### src/rtl/hazard_ctrl.sv
// Pipeline hazard controller: load-use stall, redirect flush and memory-wait freeze for the 5-stage RV32 core.
// Optional statistics counters are enabled by defining HAZARD_STATS_EN.
module hazard_ctrl #(
   parameter int unsigned FLUSH_CYCLES = 1,
   parameter int unsigned CNT_W        = 32
) (
   input  logic             clk,
   input  logic             reset,
   input  logic [4:0]       id_rs1,
   input  logic [4:0]       id_rs2,
   input  logic             id_uses_rs1,
   input  logic             id_uses_rs2,
   input  logic [4:0]       ex_rd,
   input  logic             ex_mem_read,
   input  logic             ex_reg_wb,
   input  logic             ex_redirect,
   input  logic             mem_busy,
   output logic             pc_stall,
   output logic             if_id_stall,
   output logic             if_id_flush,
   output logic             id_ex_stall,
   output logic             id_ex_flush,
   output logic             id_ex_hold,
   output logic             ex_mem_hold,
   output logic [1:0]       state_out,
   output logic [CNT_W-1:0] stall_count,
   output logic [CNT_W-1:0] flush_count,
   output logic [CNT_W-1:0] freeze_count
);

   typedef enum logic [1:0] {
      RUN    = 2'd0,
      FLUSH  = 2'd1,
      FREEZE = 2'd2
   } state_e;

   localparam logic [2:0] RELOAD = 3'(FLUSH_CYCLES - 1);

   state_e     state_q, state_d, eval_state;
   logic [2:0] cnt_q, cnt_d;
   logic       load_use;

   assign load_use = ex_mem_read && ex_reg_wb && (ex_rd != 5'd0) &&
                     ((id_uses_rs1 && (id_rs1 == ex_rd)) ||
                      (id_uses_rs2 && (id_rs2 == ex_rd)));

   always_ff @(posedge clk) begin
      if (reset) begin
         state_q <= RUN;
         cnt_q   <= '0;
      end else begin
         state_q <= state_d;
         cnt_q   <= cnt_d;
      end
   end

   // Leaving FREEZE is evaluated under the target state's rules in the same cycle.
   always_comb begin
      eval_state = state_q;
      if (state_q == FREEZE && !mem_busy)
         eval_state = (cnt_q != 3'd0) ? FLUSH : RUN;
   end

   always_comb begin
      pc_stall    = 1'b0;
      if_id_stall = 1'b0;
      if_id_flush = 1'b0;
      id_ex_stall = 1'b0;
      id_ex_flush = 1'b0;
      id_ex_hold  = 1'b0;
      ex_mem_hold = 1'b0;
      state_d     = state_q;
      cnt_d       = cnt_q;

      if (reset) begin
         state_d = RUN;
         cnt_d   = '0;
      end else begin
         unique case (eval_state)
            RUN: begin
               state_d = RUN;
               if (mem_busy) begin
                  pc_stall    = 1'b1;
                  if_id_stall = 1'b1;
                  id_ex_hold  = 1'b1;
                  ex_mem_hold = 1'b1;
                  state_d     = FREEZE;
               end else if (ex_redirect) begin
                  if_id_flush = 1'b1;
                  id_ex_flush = 1'b1;
                  if (FLUSH_CYCLES > 1) begin
                     cnt_d   = RELOAD;
                     state_d = FLUSH;
                  end
               end else if (load_use) begin
                  pc_stall    = 1'b1;
                  if_id_stall = 1'b1;
                  id_ex_stall = 1'b1;
               end
            end
            FLUSH: begin
               if (mem_busy) begin
                  pc_stall    = 1'b1;
                  if_id_stall = 1'b1;
                  id_ex_hold  = 1'b1;
                  ex_mem_hold = 1'b1;
                  state_d     = FREEZE;
               end else begin
                  if_id_flush = 1'b1;
                  id_ex_flush = 1'b1;
                  if (ex_redirect && RELOAD != 3'd0) begin
                     cnt_d   = RELOAD;
                     state_d = FLUSH;
                  end else if (cnt_q > 3'd1) begin
                     cnt_d   = cnt_q - 3'd1;
                     state_d = FLUSH;
                  end else begin
                     cnt_d   = '0;
                     state_d = RUN;
                  end
               end
            end
            FREEZE: begin
               pc_stall    = 1'b1;
               if_id_stall = 1'b1;
               id_ex_hold  = 1'b1;
               ex_mem_hold = 1'b1;
               state_d     = FREEZE;
            end
            default: begin
               state_d = RUN;
               cnt_d   = '0;
            end
         endcase
      end
   end

   assign state_out = reset ? 2'd0 : state_q;

`ifdef HAZARD_STATS_EN
   logic [CNT_W-1:0] stall_cnt_q, flush_cnt_q, freeze_cnt_q;

   always_ff @(posedge clk) begin
      if (reset) begin
         stall_cnt_q  <= '0;
         flush_cnt_q  <= '0;
         freeze_cnt_q <= '0;
      end else begin
         if (id_ex_stall && stall_cnt_q != '1)  stall_cnt_q  <= stall_cnt_q + 1'b1;
         if (id_ex_flush && flush_cnt_q != '1)  flush_cnt_q  <= flush_cnt_q + 1'b1;
         if (ex_mem_hold && freeze_cnt_q != '1) freeze_cnt_q <= freeze_cnt_q + 1'b1;
      end
   end

   assign stall_count  = stall_cnt_q;
   assign flush_count  = flush_cnt_q;
   assign freeze_count = freeze_cnt_q;
`else
   assign stall_count  = '0;
   assign flush_count  = '0;
   assign freeze_count = '0;
`endif

endmodule

### config.mk
export PLATFORM = sky130hd
export DESIGN_NAME = hazard_ctrl
export DESIGN_NICKNAME = d
export VERILOG_FILES = /design/src/rtl/hazard_ctrl.sv
export SDC_FILE = /design/constraint.sdc
export NUM_CORES = 1
export LEC_CHECK = 0
export BUFFER_PORTS_ARGS = -buffer_cell sky130_fd_sc_hd__clkbuf_2
export CAP_MARGIN = 5
export CORE_MARGIN = 2
export CORE_UTILIZATION = 33
export CTS_BUF_LIST = sky130_fd_sc_hd__clkbuf_8
export DETAILED_ROUTE_END_ITERATION = 10
export PLACE_DENSITY = 0.77
export SYNTH_ARGS = -nofsm -noshare
export SYNTH_HDL_FRONTEND = slang
export SYNTH_SLANG_ARGS = --single-unit
export TNS_END_PERCENT = 1
### constraint.sdc
create_clock -name clk -period 1.4 [get_ports clk]
set_input_delay 0.07 -clock clk [delete_from_list [all_inputs] [get_ports clk]]
set_output_delay 0.07 -clock clk [all_outputs]
set_load 0.05 [all_outputs]
==> key figures, run 1 <==
Critical path
  – Arrival time worst endpoint: 1.60 ns
  – R2R Setup Slk: -0.19 ns
  – Setup crit start: cnt_q[1]
  – Data required, critical path: 1.33 ns
  – Crit path max-delay cell type: dfxtp_2
  – Critical Path Max Stage Delay: 0.33 ns
  – R2R depth: 9
  – Worst reg2reg startpoint: cnt_q[1]
  – CP cell instances: inv_2, ha_4, nor2b_4, nand3b_1, a211oi_4, clkbuf_8
  – Crit-path max FO: 3
  – Crit Path Category: flop to output pin
  – Setup crit end: if_id_flush
  – Crit end category: output pin
  – Worst setup SP type: flop
  – Worst reg2reg path endpoint: cnt_q[2]

Outcome
  – Outcome: finished, violations left
  – Violated checks: setup timing

Detailed routing
  – DRC viols: 0
  – DRT iter0 DRCs: 31
  – Routed wl met3: 209 um
  – Avg WL per Cell: 7.76 um
  – Via count: 861
  – Routed WL: 1990 um
  – First-pass iteration count of the detailed router: 4
  – Vias per cell: 3.36
  – Antenna viol nets, final: 0
  – WL met1: 696 um
  – Met2 WL: 1050 um
  – Highest routed layer: met4

Power
  – Share of power burned in registers: 13.0%
  – Maximum VDD drop: 0.000275 V
  – P_int: 0.403 mW
  – Clock share of power: 22.7%
  – Power share of the combinational group: 64.3%
  – Total power draw: 1.13 mW
  – NetSw: 0.724 mW
  – Sw Share: 64.2%
  – Leakage power: 0.750 nW
  – Cell Pwr Density: 828 nW/um2

Die
  – Starting Density: 34.1%
  – Die W: 65.5 um
  – # rows: 22
  – I/O pin total: 128
  – DIE AREA: 4290 um2
  – Die H: 65.5 um
  – Core Box Area: 3660 um2

Placement
  – Post-DP Area: 1220 um2
  – Gpl congestion: 0.850
  – I/O Buffers: 31
  – Dpl hpwl: 1710 um
  – Worst slack at placement: -0.186 ns

Timing
  – Final setup fails: 9
  – Slew Viols, Final: 0
  – RSZ-0062 raised after global routing: true
  – Final Skew: 0.00120 ns
  – Setup_tns: -1.72 ns
  – Final hold viol count: 0
  – Min cycle time layout: 1.67 ns
  – Part of the cycle the worst path needs: 120%
  – Achievable Freq: 597 MHz
  – Final setup margin: -0.274 ns

Cells and area
  – Ratio of cells with drive above 1 in the final layout: 32.7%
  – NumNets Final: 235
  – Multi-input logic area: 808 um2
  – P&R area growth vs syn: 9.13%
  – Reg area: 103 um2
  – Fin area: 1360 um2
  – Fillers: 397
  – # diodes: 0

Yosys
  – Yosys warnings: 0
  – Synth cell types: 29
  – Cell count after synthesis: 163
  – Seq cells post-synth: 5
  – Syn_area_per_cell: 7.65 um2
  – Post-synthesis sequential area ratio: 8.02%
  – Synthesized area: 1250 um2

Clocking
  – Clock latency on the worst-skew pair: 0.22 ns
  – Clk buf depth: 2
  – Clock sinks: 5
  – TritonCTS clock tree: yes
  – H-tree depth: 1
  – CTS Root Buffer Type: clkbuf_8
  – CTS clk-pin slew, worst paths: 0.03 ns
  – Total CTS buffers: 3

Global route
  – Largest net degree at the start of global routing: 9
  – Initial antenna violation count: 0
  – Global-route wire length before repair: 2930 um
  – Number of global-route vias before repair: 704
  – Congestion Overflow GR: 0
  – Overall Global Routing Usage: 8.95%

Worst hold path
  – Hold Path Class: input port to flop

Run
  – MaxCap Viol Count: 0
## registers in the layout, indices dropped and copies added (netlist names)
name     count
cnt_q        3
state_q      2
## metrics by stage
stage / std cells / util, % / hold slack, ns
floorplan: 258 / - / 0.267
global placement: 250 / 33.3 / 0.366
detailed placement: 250 / 33.3 / 0.369
CTS: 255 / 36.7 / 0.140
global route: 256 / 37.2 / 0.152
finish: 256 / 37.2 / 0.148
## worst max-delay path, delay by kind of cell (launching register included)
| kind | cells | cell delay [ns] |
|---|---|---|
| adder cells (fa/ha/maj) | 1 | 0.14 |
| AO/OA/AOI/OAI | 1 | 0.28 |
| AND/OR/NAND/NOR | 2 | 0.36 |
| buffers and inverters | 2 | 0.28 |
| flip-flops | 1 | 0.33 |
## placed cells by master (no fill, tap or decap), types with 2 or more instances in the layout
cell type / Yosys / layout
conb_1: 1 / 96
clkbuf_2: 0 / 24
buf_4: 99 / 13
xor2_1: 8 / 8
clkbuf_8: 0 / 6
inv_1: 5 / 4
nand2_1: 4 / 4
nor2_1: 3 / 3
nand3_2: 0 / 3
nand2b_1: 3 / 3
dfxtp_1: 5 / 3
inv_2: 0 / 2
nor2b_1: 3 / 2
nand3b_1: 2 / 2
nor3_1: 2 / 2
xnor2_1: 2 / 2
a21oi_2: 0 / 2
a21oi_1: 4 / 2
dfxtp_2: 0 / 2
clkbuf_4: 0 / 2
buf_8: 0 / 2
buf_6: 0 / 2
## cells in the mapped netlist
library cell,number,area share (%)
buf_4,99,60
xor2_1,8,5.6
inv_1,5,1.5
a21oi_1,4,1.6
o311ai_2,1,1.3
o21ai_2,1,0.70
nor4_2,1,1.0
o21bai_1,1,0.60
a211oi_1,2,1.2
nand4_1,1,0.50
xnor2_1,2,1.4
nor2_1,3,0.90
conb_1,1,0.30
nor2b_1,3,1.5
clkbuf_1,1,0.30
nand3b_1,2,1.2
o21bai_2,1,0.90
nor3_2,1,0.80
nor3b_1,2,1.2
nand2b_1,3,1.5
nor3_1,2,0.80
nor4_1,1,0.50
ha_1,3,3.0
nand2_1,4,1.2
nand3_1,3,1.2
dfxtp_1,5,8.0
a32oi_1,1,0.70
o21ai_0,1,0.40
and2_0,1,0.50
## worst min path at each step
stage,start,slack [ns],depth (start not counted),end
4_1_cts,reset,0.14,2,cnt_q[0]
2_1_floorplan,mem_busy,0.27,2,state_q[1]
6_report,reset,0.15,2,cnt_q[0]
3_3_place_gp,reset,0.37,2,cnt_q[0]
3_5_place_dp,reset,0.37,2,cnt_q[0]
5_1_grt,reset,0.15,2,cnt_q[0]
## cell families (layout without fill, tap and decap cells)
kind of cell / count (synthesis) / in the layout / synth area share [%]
AOI/OAI and AO/OA: 12 / 12 / 7.42
DFF: 5 / 5 / 8.02
adders and majority gates: 3 / 3 / 3.01
other: 1 / 96 / 0.301
buffers and inverters: 105 / 55 / 61.4
xor gates and xnor gates: 10 / 10 / 7.02
and+or+nand+nor: 27 / 27 / 12.8
## final cells by class
type	count	share of cell area, %
clock buffers	3	3.03
well taps	48	4.41
clock inverters	1	0.276
repair buffers	46	24.0
flip-flops and latches	5	7.54
inverters	5	1.38
multi-input cells	148	59.4
## power groups by stage
stage | clock, mW | sequential [mW] | combinational [mW]
2_1_floorplan | 0 | 0.148 | 0.863
3_3_place_gp | 0 | 0.149 | 0.701
3_5_place_dp | 0 | 0.149 | 0.703
4_1_cts | 0.265 | 0.147 | 0.715
5_1_grt | 0.278 | 0.147 | 0.751
6_report | 0.255 | 0.147 | 0.725
## routing by layer
layer	GRT usage, %	vias up
li1	-	418
met1	9.38	375
met2	16.5	66
met3	1.03	2
met4	6.25	0
met5	0	-
## what timing repair did
item / 4_1_cts / 5_1_grt
endpoints found under the setup margin: 11 / 11
setup buffers: 1 / 1
hold buffers: 0 / 0
gates resized for setup: 19 / 4
pin swaps: 5 / 1
Power figures use the tool's default switching activity.
==> inputs of run 2 (changes only) <==
- CORE_MARGIN: 2 -> not set
==> key figures, run 2 (same netlist as run 1, synthesis figures left out) <==
Critical path
  – Crit-path max FO: 3 (unchanged)
  – Crit Path Category: flop to output pin
  – Setup crit end: if_id_flush
  – CP cell instances: inv_2, ha_4, nor2b_4, nand3b_1, a211oi_4, clkbuf_8
  – Worst reg2reg startpoint: cnt_q[1]
  – Crit end category: output pin
  – Total stage count of the critical path: 6 (unchanged)
  – Data required, critical path: 1.33 ns (about the same)
  – Arrival time worst endpoint: 1.62 ns (+0.02 ns)
  – Worst reg2reg path endpoint: cnt_q[2]
  – Crit path max-delay cell type: dfxtp_2
  – Worst setup SP type: flop
  – Setup crit start: cnt_q[1]
  – Largest delay share family, worst path: simple AND/OR/NAND/NOR gates
  – R2R depth: 8 (-1)
  – R2R Setup Slk: -0.13 ns (+0.06 ns)
  – Buf+Inv Stages, Crit Path: 2 (unchanged)
  – Critical Path Max Stage Delay: 0.33 ns (about the same)

Cells and area
  – NumNets Final: 237 (+0.85%)
  – Ratio of cells with drive above 1 in the final layout: 33.3% (+0.64 points)
  – # diodes: 0 (unchanged)
  – P&R area growth vs syn: 9.53%
  – Fillers: 382 (-3.8%)
  – Max reg flops: 3 (unchanged)
  – Largest regs: cnt_q x3, state_q x2
  – Reg with most FFs: cnt_q
  – Most frequent cells in the layout: 96 x conb_1, 24 x clkbuf_2, 19 x buf_4, 8 x xor2_1, 6 x clkbuf_8
  – Post-layout util: 39.4% (+2.2 points)
  – Leading cell type in the layout, fill and taps excluded: conb_1
  – Final non-filler cell total: 256 (unchanged)

Timing
  – RSZ-0062 raised after global routing: true
  – Final Skew: 0.00165 ns (+0.000452 ns)
  – Min cycle time layout: 1.69 ns (+0.0203 ns)
  – Slew Viols, Final: 0 (unchanged)
  – Part of the cycle the worst path needs: 121% (+1.5 points)
  – Setup_tns: -1.58 ns (+0.132 ns)
  – Final hold viol count: 0 (unchanged)
  – Achievable Freq: 590 MHz (-1.2%)
  – Final setup fails: 9 (unchanged)
  – Final setup margin: -0.294 ns (-0.0203 ns)

Outcome
  – Outcome: finished, violations left
  – Violated checks: setup timing

Power
  – Leakage power: 0.755 nW (+0.69%)
  – Total power draw: 1.12 mW (-0.40%)
  – Maximum VDD drop: 0.000294 V (+6.6%)
  – Cell Pwr Density: 822 nW/um2 (-0.77%)

Clocking
  – TritonCTS clock tree: yes
  – Cts-stage hold buffer count: 0 (unchanged)
  – Clock latency on the worst-skew pair: 0.22 ns (about the same)
  – CTS clk-pin slew, worst paths: 0.03 ns (about the same)
  – H-tree depth: 1 (unchanged)
  – Clk buf depth: 2 (unchanged)
  – CTS Root Buffer Type: clkbuf_8
  – Total CTS buffers: 3 (unchanged)
  – Clock sinks: 5 (unchanged)

Die
  – Core Box Area: 3470 um2 (-5.3%)
  – # rows: 21 (-4.5%)
  – I/O pin total: 128 (unchanged)
  – Die H: 63.5 um (-3.1%)
  – DIE AREA: 4030 um2 (-6.0%)
  – Die W: 63.5 um (-3.1%)
  – Starting Density: 36.0% (+1.9 points)

Detailed routing
  – Highest routed layer: met4
  – WL met1: 653 um (-6.2%)
  – Avg WL per Cell: 7.71 um (-0.55%)
  – Met2 WL: 1110 um (+5.2%)
  – Vias per cell: 3.38 (+0.46%)
  – DRT iter0 DRCs: 37 (+19%)
  – Routed WL: 1980 um (-0.55%)
  – DRC viols: 0 (unchanged)
  – First-pass iteration count of the detailed router: 4 (unchanged)
  – Antenna viol nets, final: 0 (unchanged)
  – Via count: 865 (+0.46%)
  – Routed wl met3: 173 um (-17%)

Global route
  – Largest net degree at the start of global routing: 10 (+1)
  – Overall Global Routing Usage: 9.45% (+0.50 points)
  – Number of global-route vias before repair: 696 (-1.1%)
  – Congestion Overflow GR: 0 (unchanged)
  – Global-route wire length before repair: 2970 um (+1.6%)
  – Initial antenna violation count: 0 (unchanged)

Worst hold path
  – Hold Startpoint: mem_busy
  – Hold Path Class: input port to flop

Placement
  – Dpl hpwl: 1670 um (-2.3%)
  – Placed insts: 249 (-0.40%)
  – I/O Buffers: 31 (unchanged)
  – Gpl congestion: 0.806 (-5.3%)

Run
  – MaxCap Viol Count: 0 (unchanged)
run 2: changes by cell type in the layout (fill, tap and decap cells not counted), sizes merged:
cell,change
clkbuf,-2
buf,+4
run 2: worst reg2reg max path: cells and delay by family, from the launching register on:
family,cells,cell delay [ns]
AOI/OAI and AO/OA,1,0.11
DFF,1,0.33
buffers and inverters,3,0.37
and+or+nand+nor,3,0.45
adders and majority gates,1,0.14
run 2: area by class of cell:
type | instances | area (um2) | share of cell area (%)
Clock buffer | 3 | 41.3 | 3.02
Clock inverter | 1 | 3.75 | 0.275
Inverter | 5 | 18.8 | 1.37
Multi-Input combinational cell | 148 | 816 | 59.7
Sequential cell | 5 | 103 | 7.51
Tap cell | 46 | 57.6 | 4.21
Timing Repair Buffer | 48 | 327 | 23.9
run 2: what timing repair did:
item / in CTS / in global routing
buffers inserted: 3 / 0
gates resized for setup: 17 / 7
pin swaps: 5 / 0
setup endpoints to repair: 11 / 11
run 2: worst min path at each step:
stage,to,slack [ns],cells after the start
CTS,state_q[1],0.22,3
global route,state_q[1],0.23,3
finish,state_q[1],0.22,3
detailed placement,state_q[1],0.43,3
global placement,state_q[1],0.43,3
floorplan,state_q[1],0.27,2
run 2: metal layers:
metal | vias up | GRT usage, %
li1 | 417 | -
met5 | - | 0
met4 | 0 | 6.25
met1 | 376 | 10.1
met3 | 6 | 1.27
met2 | 66 | 17.0
run 2: report_power, final:
| group | leakage, nW | switching [mW] | internal, mW |
|---|---|---|---|
| Combinational | 0.687 | 0.652 | 0.0694 |
| Sequential | 0.0416 | 0.00193 | 0.145 |
| Clock | 0.0269 | 0.0669 | 0.188 |
| Total | 0.755 | 0.721 | 0.402 |
run 2: per-stage QoR:
step / hold slack (ns) / cell area (um2) / worst slack [ns]
2_1_floorplan: 0.267 / 1660 / -0.441
3_3_place_gp: 0.426 / 1220 / -0.157
3_5_place_dp: 0.434 / 1220 / -0.171
4_1_cts: 0.216 / 1350 / -0.287
5_1_grt: 0.233 / 1370 / -0.370
6_report: 0.218 / 1370 / -0.294
==> inputs of run 3 (changes only) <==
- ABC_AREA: not set -> 0
- CORE_UTILIZATION: 33 -> 37
- PLACE_DENSITY: 0.77 -> 0.82
- clock period: 1.4 -> 1.85 ns (I/O delays scaled with it)
==> key figures, run 3 (same netlist as run 1, synthesis figures left out) <==
Outcome
  – Outcome: finished, final reports clean

Placement
  – Placed insts: 233 (-6.4%)
  – Gpl congestion: 0.816 (+1.3%)
  – Worst slack at placement: 0.122 ns (+0.293 ns)
  – Dpl hpwl: 1590 um (-5.0%)
  – Post-DP Area: 1110 um2 (-8.8%)
  – I/O Buffers: 31 (unchanged)

Clocking
  – Total CTS buffers: 3 (unchanged)
  – Clock sinks: 5 (unchanged)
  – CTS Root Buffer Type: clkbuf_8
  – CTS clk-pin slew, worst paths: 0.04 ns (about the same)
  – H-tree depth: 1 (unchanged)
  – Clock latency on the worst-skew pair: 0.22 ns (about the same)
  – Cts-stage hold buffer count: 0 (unchanged)
  – Clk buf depth: 2 (unchanged)
  – TritonCTS clock tree: yes

Global route
  – Number of global-route vias before repair: 638 (-8.3%)
  – Congestion Overflow GR: 0 (unchanged)
  – Global-route wire length before repair: 2700 um (-9.0%)
  – Initial antenna violation count: 0 (unchanged)
  – Largest net degree at the start of global routing: 11 (+1)
  – Overall Global Routing Usage: 10.0% (+0.55 points)

Detailed routing
  – Via count: 821 (-5.1%)
  – Routed WL: 1790 um (-9.3%)
  – WL met1: 626 um (-4.1%)
  – DRC viols: 0 (unchanged)
  – Avg WL per Cell: 7.53 um (-2.4%)
  – First-pass iteration count of the detailed router: 4 (unchanged)
  – Met2 WL: 967 um (-12%)
  – DRT iter0 DRCs: 41 (+11%)
  – Vias per cell: 3.45 (+2.1%)
  – Routed wl met3: 188 um (+8.7%)
  – Highest routed layer: met4
  – Antenna viol nets, final: 0 (unchanged)

Cells and area
  – Leading cell type in the layout, fill and taps excluded: conb_1
  – Most frequent cells in the layout: 96 x conb_1, 26 x clkbuf_2, 8 x xor2_1
  – Fin area: 1180 um2 (-13%)
  – P&R area growth vs syn: -5.01%
  – NumNets Final: 221 (-6.8%)
  – Post-layout util: 37.9% (-1.5 points)
  – Max reg flops: 3 (unchanged)
  – Fillers: 343 (-10%)
  – Reg with most FFs: cnt_q
  – Largest regs: cnt_q x3, state_q x2
  – Ratio of cells with drive above 1 in the final layout: 25.3% (-8.1 points)
  – Final non-filler cell total: 238 (-7.0%)
  – # diodes: 0 (unchanged)

Timing
  – Min cycle time layout: 1.81 ns
  – Final setup margin: 0.0445 ns (+0.338 ns)
  – Final Skew: 0.00294 ns (+0.00129 ns)
  – Slew Viols, Final: 0 (unchanged)
  – Achievable Freq: 554 MHz
  – Setup_tns: 0 ns (+1.58 ns)
  – Final hold viol count: 0 (unchanged)
  – Part of the cycle the worst path needs: 97.6%
  – Final setup fails: 0 (-9)
  – Worst hold slack: 0.215 ns (-0.00227 ns)
  – RSZ-0062 raised after global routing: true

Critical path
  – R2R depth: 7 (-1)
  – Crit path max-delay cell type: dfxtp_2
  – Crit end category: output pin
  – Arrival time worst endpoint: 1.71 ns (+0.09 ns)
  – Data required, critical path: 1.76 ns (+0.43 ns)
  – CP cell instances: inv_2, ha_4, nor2b_4, nand3b_1, a211oi_4, clkbuf_4
  – Worst setup SP type: flop
  – Crit-path max FO: 4 (+1)
  – Crit Path Category: flop to output pin
  – Critical Path Max Stage Delay: 0.35 ns (+0.02 ns)

Die
  – Die H: 60.1 um (-5.4%)
  – # rows: 20 (-4.8%)
  – Die W: 60.1 um (-5.4%)
  – Starting Density: 39.9% (+3.9 points)
  – I/O pin total: 128 (unchanged)
  – DIE AREA: 3610 um2 (-10%)
  – Core Box Area: 3130 um2 (-9.8%)

Power
  – Leakage power: 0.669 nW (-11%)
  – Maximum VDD drop: 0.000261 V (-11%)
  – Total power draw: 0.840 mW (-25%)
  – Cell Pwr Density: 709 nW/um2 (-14%)

Worst hold path
  – Hold path cells: 3 (unchanged)
  – Hold Path Class: input port to flop

Run
  – MaxCap Viol Count: 0 (unchanged)
-- run 3: cell count changes in the layout (fill, tap and decap cells not counted), moves of 2 or more --
cell / delta
clkbuf_2: +2
clkbuf_8: -3
clkbuf_4: +2
buf_6: -2
buf_4: -15
a21oi_1: +2
-- run 3: final timing paths --
path                                from     endpoint  slack, ns
worst max-delay path            cnt_q[0]  if_id_flush       0.04
worst min-delay path            mem_busy   state_q[1]       0.22
worst max register to register  cnt_q[0]     cnt_q[2]       0.38
worst min register to register  cnt_q[1]     cnt_q[1]       0.51
-- run 3: what timing repair did --
item,CTS,global route
setup endpoints to repair,5,5
buffers inserted,1,0
resized for setup,3,8
-- run 3: critical path: cells and delay by family (launching register included) --
family / cells / cell delay (ns)
and+or+nand+nor: 2 / 0.38
DFF: 1 / 0.35
buffers and inverters: 2 / 0.33
AOI/OAI and AO/OA: 1 / 0.29
adders and majority gates: 1 / 0.15
-- run 3: per-layer routing --
layer  track usage [%]  up-vias
li1                  -      384
met1              9.83      360
met2              18.7       75
met3              4.11        2
met4              3.32        0
met5                 0        -
-- run 3: area by class of cell --
class	instances	area [um2]	area share (%)
Clock buffer	3	41.3	3.48
Timing Repair Buffer	32	175	14.8
Clock inverter	1	3.75	0.317
Tap cell	44	55.1	4.65
Sequential cell	5	103	8.66
Inverter	5	18.8	1.58
Multi-Input combinational cell	148	788	66.5
-- run 3: report_power, final --
group          switching [mW]  internal (mW)  leakage (nW)
Clock                  0.0508          0.142        0.0269
Sequential            0.00145          0.110        0.0416
Combinational           0.492         0.0445         0.600
